## config.mk

```make
export PLATFORM = sky130hd
export DESIGN_NAME = instruction_fetch_unit
export DESIGN_NICKNAME = d
export VERILOG_FILES = /design/src/rtl/instruction_fetch_unit.sv
export SDC_FILE = /design/constraint.sdc
export NUM_CORES = 1
export LEC_CHECK = 0
export CAP_MARGIN = 20
export CORE_MARGIN = 3
export CORE_UTILIZATION = 47
export CTS_CLUSTER_DIAMETER = 60
export DETAILED_ROUTE_END_ITERATION = 10
export GPL_ROUTABILITY_DRIVEN = 0
export PLACE_DENSITY = 0.77
export SETUP_SLACK_MARGIN = 0.02
export SYNTH_ARGS = -nofsm -noshare
export SYNTH_HDL_FRONTEND = slang
export SYNTH_SLANG_ARGS = --single-unit
```

## constraint.sdc

```tcl
create_clock -name clk -period 2 [get_ports clk]
set_input_delay 0.4 -clock clk [delete_from_list [all_inputs] [get_ports clk]]
set_output_delay 0.4 -clock clk [all_outputs]
set_load 0.02 [all_outputs]
```

## src/rtl/instruction_fetch_unit.sv

```systemverilog
// Instruction fetch unit: PC register, single-cycle imem initiator, 2-entry {pc, instr} buffer to decode.
// Optional perf counters compiled in with IFU_PERF_CNT_EN.
module instruction_fetch_unit #(
  parameter logic [31:0] RESET_PC = 32'h00000000
) (
  input  logic        clk,
  input  logic        rst,
  output logic [31:0] imem_addr,
  input  logic [31:0] imem_instr,
  input  logic        redirect_valid,
  input  logic [31:0] redirect_pc,
  output logic        out_valid,
  input  logic        out_ready,
  output logic [31:0] out_pc,
  output logic [31:0] out_instr
`ifdef IFU_PERF_CNT_EN
  ,
  output logic [31:0] perf_fetch_count,
  output logic [31:0] perf_stall_count
`endif
);

  localparam logic [31:0] RESET_PC_ALIGNED = {RESET_PC[31:2], 2'b00};

  logic [31:0] pc_q, pc_d;
  logic [1:0]  count_q, count_d;
  logic [31:0] slot_pc_q    [2];
  logic [31:0] slot_pc_d    [2];
  logic [31:0] slot_instr_q [2];
  logic [31:0] slot_instr_d [2];

  logic       pop;
  logic       push;
  logic [1:0] count_after_pop;

  assign pop             = (count_q != 2'd0) && out_ready;
  assign push            = !redirect_valid && ((count_q < 2'd2) || pop);
  assign count_after_pop = count_q - {1'b0, pop};

  // Slot 0 is always the head; it keeps its old contents when emptied so the outputs never toggle.
  always_comb begin
    pc_d         = pc_q;
    count_d      = count_q;
    slot_pc_d    = slot_pc_q;
    slot_instr_d = slot_instr_q;
    if (redirect_valid) begin
      pc_d    = {redirect_pc[31:2], 2'b00};
      count_d = 2'd0;
    end else begin
      if (pop && count_q == 2'd2) begin
        slot_pc_d[0]    = slot_pc_q[1];
        slot_instr_d[0] = slot_instr_q[1];
      end
      if (push) begin
        slot_pc_d[count_after_pop[0]]    = pc_q;
        slot_instr_d[count_after_pop[0]] = imem_instr;
        pc_d                             = pc_q + 32'd4;
      end
      count_d = count_after_pop + {1'b0, push};
    end
  end

  always_ff @(posedge clk) begin
    if (rst) begin
      pc_q    <= RESET_PC_ALIGNED;
      count_q <= 2'd0;
      for (int i = 0; i < 2; i++) begin
        slot_pc_q[i]    <= 32'd0;
        slot_instr_q[i] <= 32'd0;
      end
    end else begin
      pc_q         <= pc_d;
      count_q      <= count_d;
      slot_pc_q    <= slot_pc_d;
      slot_instr_q <= slot_instr_d;
    end
  end

  assign imem_addr = pc_q;
  assign out_valid = (count_q != 2'd0);
  assign out_pc    = slot_pc_q[0];
  assign out_instr = slot_instr_q[0];

`ifdef IFU_PERF_CNT_EN
  logic [31:0] perf_fetch_q, perf_stall_q;

  // Counters survive redirects; only rst clears them.
  always_ff @(posedge clk) begin
    if (rst) begin
      perf_fetch_q <= 32'd0;
      perf_stall_q <= 32'd0;
    end else begin
      if (push) perf_fetch_q <= perf_fetch_q + 32'd1;
      if (count_q == 2'd2 && !pop) perf_stall_q <= perf_stall_q + 32'd1;
    end
  end

  assign perf_fetch_count = perf_fetch_q;
  assign perf_stall_count = perf_stall_q;
`endif

endmodule
```

## Word-level counts from Yosys, hierarchy flattened

Cells that the tools add are included.

- Register bits after elaboration: 162
- Latch bits: 0
- Bits in writable memories: 0
- Bits in read-only memories: 0
- Bits of input ports: 68
- Output and inout bits: 97
- Logic and storage cells: 38
- Memories: 0

- $add $sub $neg: 3
- Multiply operators: 0
- Div/mod/pow operators: 0
- $lt $le $gt $ge: 3
- Equality and inequality tests: 1
- Shifts and indexed selects: 0
- Multiplexer cells: 12
- Bitwise logic cells: 2
- Reduce and logical (&&, ||, !) cells: 10

Operator list:

| cell | count |
|---|---|
| $mux 32 | 7 |
| $bwmux 64 | 2 |
| $mux 64 | 2 |
| $add 32x3->32 const B | 1 |
| $demux 32 s1 | 1 |
| $logic_and 1x1->1 | 4 |
| $reduce_bool 2->1 | 2 |
| $add 2x1->2 | 1 |
| $eq 2x2->1 const B | 1 |
| $ge 2x2->1 const B | 1 |
| $lt 2x1->1 const B | 1 |
| $lt 2x2->1 const B | 1 |
| $not 1->2 | 1 |
| $reduce_and 2->1 | 1 |
| $reduce_or 2->1 | 1 |
| $sub 2x1->2 | 1 |
| $logic_not 1->1 | 1 |
| $logic_or 1x1->1 | 1 |
| $not 1->1 | 1 |

## Longest topological paths before layout

- Depth after elaboration: 10
- Mapped depth: 8
- Mapped depth without buffers: 8

## Worst setup path after synthesis

OpenSTA, ideal clock, no wires.

- Kind: reg-to-reg
- Start point: register count_q[1]
- End point: register with a tool-made name
- Setup time: 0.070 ns
- Data arrival time: 2.209 ns
- Required time: 1.930 ns
- Setup slack: -0.279 ns
- Stages on the path, launching flop included: 8
- Buffers on the path: 1
- Cell sequence: dfxtp_1 or2_2 and2_1 ha_1 nor3_1 clkbuf_1 nand2_1 a21oi_1

RTL lines:

| item | RTL line | source |
|---|---|---|
| start, declared | 26 | `logic [1:0] count_q, count_d;` |
| start signal, assigned | 73 | `count_q <= count_d;` |

## Final worst setup path

- Start point: register pc_q[31] (netlist: imem_addr[31])
- End point: output port imem_addr[31]

RTL lines:

| item | RTL line | source |
|---|---|---|
| start, declared | 25 | `logic [31:0] pc_q, pc_d;` |
| start signal, assigned | 72 | `pc_q <= pc_d;` |
| end, declared | 8 | `output logic [31:0] imem_addr,` |

No word-level cell between the ends.

==> results <==
cells by family after synthesis:
logic type / count (synthesis)
AND/OR/NAND/NOR: 307
AO/OA/AOI/OAI: 176
flip-flops: 160
buffers and inverters: 158
multiplexers: 126
XOR/XNOR: 11
adder cells (fa/ha/maj): 3
other: 1
stage by stage:
step / hold WS [ns] / instances / setup slack, ns / area (sq um)
finish: 0.3330 / 1293 / 0.03278 / 10680
global route: 0.3388 / 1293 / -0.005193 / 10680
CTS: 0.3124 / 1284 / 0.02200 / 10420
detailed placement: 0.4454 / 1252 / -0.3376 / 9808
global placement: 0.4402 / 1252 / -0.3030 / 9808
floorplan: 0.4338 / 943 / 0.02131 / 8150
synthesized netlist by cell type (all sizes together), types with 2 or more instances:
cell type / instances
nor2: 32
nor3: 6
and4: 3
nor3b: 2
nor4: 4
a211oi: 9
buf: 83
o311a: 2
nand2: 201
a311oi: 17
mux2i: 64
dfxtp: 160
nand4: 13
a2111oi: 2
ha: 3
o31ai: 13
xnor2: 6
or2: 3
clkbuf: 59
xor2: 5
o22ai: 62
a21oi: 65
inv: 14
or4: 14
nor2b: 2
o21ai: 4
or3: 5
and3: 3
mux2: 62
nand3: 14
metal layers:
layer,global-route usage [%],part of all wire (%),vias to the layer above
li1,-,-,3496
met3,4.596,6.8,33
met2,38.58,47,274
met1,30.72,44,3480
met5,0,0,-
met4,7.262,2.3,0
cells in the final DEF, fill, tap and decap left out, drive strengths merged, types with 3 or more instances in the layout:
cell type / n
a211oi: 9
a21oi: 65
a311oi: 17
and3: 3
and4: 3
buf: 81
bufinv: 3
clkbuf: 21
clkdlybuf4s50: 142
clkinv: 3
clkinvlp: 3
dfxtp: 160
dlygate4sd2: 5
dlymetal6s2s: 11
ha: 3
inv: 19
mux2: 62
mux2i: 64
nand2: 201
nand3: 14
nand4: 13
nor2: 32
nor3: 6
nor4: 4
o21ai: 4
o22ai: 62
o31ai: 13
or2: 3
or3: 5
or4: 14
xnor2: 6
xor2: 5
report_power, final:
part	total [W]	leakage (nW)	switching (W)	internal (W)
clock network	0.00337	0.288	0.00139	0.00198
registers	0.00347	1.31	0.000111	0.00335
logic	0.00166	2.59	0.000848	0.000817
total	0.00850	4.19	0.00235	0.00616
final cells by class:
| type | instances | area [sq um] |
|---|---|---|
| Multi-Input combinational cell | 625 | 4064 |
| Clock inverter | 14 | 178.9 |
| Timing Repair Buffer | 242 | 2457 |
| Fill cell | 1377 | 6022 |
| Tap cell | 220 | 275.3 |
| Clock buffer | 18 | 429.2 |
| Inverter | 14 | 52.55 |
| Sequential cell | 160 | 3222 |
worst max-delay path by stage:
stage	start	end	slack, ns	cells after the start
after floorplan	imem_addr[18]$_SDFFE_PP0P_	imem_addr[22]$_SDFFE_PP0P_	0.02	5
after global placement	out_ready	imem_addr[13]$_SDFFE_PP0P_	-0.30	5
after detailed placement	out_ready	imem_addr[15]$_SDFFE_PP0P_	-0.34	5
after CTS	imem_addr[23]$_SDFFE_PP0P_	imem_addr[23]	0.02	2
after global routing	count_q[1]$_SDFF_PP0_	count_q[1]$_SDFF_PP0_	-0.005	8
final	imem_addr[31]$_SDFFE_PP0P_	imem_addr[31]	0.03	1
timing repair:
| item | CTS | global route |
|---|---|---|
| buffers inserted | 0 | 5 |
| resized for setup | 8 | 31 |
| setup endpoints to repair | 44 | 139 |
| pin swaps | 1 | 14 |
| cloned | 0 | 4 |
| hold buffers | 0 | 0 |
worst register-to-register path, stage by stage, from the launching register on:
cell,delay (ns)
dfxtp_4,0.36
buf_4,0.13
nor2b_1,0.21
or3_4,0.43
or2_2,0.32
o311a_1,0.36
==> impl_metrics.py <==
metrics = {
    "status": {
        "status": "finished, final reports clean",
    },
    "logic_synthesis": {
        "synth_warnings": 0,
        "synthArstFlopShare_pct": 0,
        "synth_area_leaders": "dfxtp_1 (40%), nand2_1 (9.4%), mux2_2 (8.7%), mux2i_1 (8.0%), buf_4 (6.2%)",
        "synth_top_family_by_area": "simple AND/OR/NAND/NOR gates",
        "ys_seq_area_share_pct": 39.77,
        "synth_compound_area_share_pct": 13.72,
        "syn_area_sq_um": 8054,
        "synth_flop_cell": "dfxtp_1",
        "syn_avg_cell_area_sq_um": 8.550,
        "synth_top_area_share_pct": 39.77,
        "synth-simple-area-share_pct": 16.82,
        "yosys.area.top_type": "dfxtp_1",
        "synth_edf_count": 0,
        "synthAdderAreaFrac_pct": 0.4661,
        "synth_cell_types": 48,
        "synth_xor_area_share_pct": 1.196,
        "synth_cells": 942,
        "synth-seq-cells": 160,
        "post_synth_mux_area_share_pct": 16.62,
    },
    "setup_path": {
        "start_kind": "flip-flop",
        "r2r_start": "count_q[1]$_SDFF_PP0_",
        "worstPathArrival_ns": 1.57,
        "rrSetupSlack_ns": 0.08,
        "max_stage_delay_ns": 0.67,
        "crit_path_cell_trace": "clkdlybuf4s50_1",
        "path_delay_family": "buffers and inverters",
        "path_buf_inv": 1,
        "critical_path_required_ns": 1.60,
        "rr_worst_depth": 5,
        "crit_type": "flip-flop to output port",
        "worst-path-max-fanout": 5,
        "timing.rr.end": "imem_addr[29]$_SDFFE_PP0P_",
        "end_kind": "output port",
        "slowest_stage": "clkdlybuf4s50_1",
    },
    "drt": {
        "antenna_left": 0,
        "vias_per_cell": 5.633,
        "drt_iter0_drc": 502,
        "firstDrtPassIters": 5,
        "vias": 7283,
        "wirelength_mm": 22.52,
        "post-route-drc-count": 0,
        "wl_per_cell_microns": 17.42,
    },
    "timing": {
        "maxSlewViolCount": 0,
        "rsz0062_at_grt": "true",
        "finalClockSkew_ns": 0.01666,
        "maxSlewHeadroom_pct": 64.25,
        "hold_viol_final": 0,
        "min_period_ns": 1.967,
        "fin_crit_sh_pct": 98.36,
        "setup_viol": 0,
        "tightest_slew_ns": 0.5352,
        "setup_tns_ns": 0,
        "fmax_mhz": 508.3,
    },
    "floorplanning": {
        "die_width_microns": 136.9,
        "pin_count": 165,
        "fp-row-count": 47,
        "die_area_sq_um": 18740,
        "die_h_microns": 136.9,
        "core-area_sq_um": 16700,
        "initial_core_util_pct": 48.22,
    },
    "job": {
        "maxCapViolCount": 0,
    },
    "grt": {
        "grt_max_degree": 80,
        "antenna_found_initial": 0,
        "track_usage_pct": 23.29,
        "grt_remaining_overflow": 0,
        "grt_pass1_wl_mm": 34.86,
        "grt_pass1_vias": 6982,
    },
    "placement": {
        "place_hpwl_mm": 14.90,
        "io_buffers": 160,
    },
    "clocking": {
        "cts_tree": "yes",
        "cts_buffers": 17,
        "clock_sinks": 160,
        "clk_latency_ns": 0.43,
        "clk_path_buf_depth": 2,
        "cts-root-buf": "clkbuf_16",
        "htree_levels": 4,
        "clkTransAtPathRegs_ns": 0.07,
    },
    "cells_and_area": {
        "drive_above_1_share_pct": 19.94,
        "utilization_pct": 63.94,
        "antenna_cells": 0,
        "nNetsFinal": 1131,
        "area_growth_pct": 32.59,
    },
    "pwr": {
        "finalPower_w": 0.008505,
        "ir_drop_mv": 0.5942,
        "power_density_nw_per_um2": 796.4,
        "leakagePower_nw": 4.186,
    },
    "worst_hold_path": {
        "min_path_cells": 2,
        "min-delay-start": "rst",
        "hold_class": "input pin to flip-flop",
        "holdPathEnd": "imem_addr[10]$_SDFFE_PP0P_",
    },
}
Note: power is estimated with default switching activity, not from simulation.
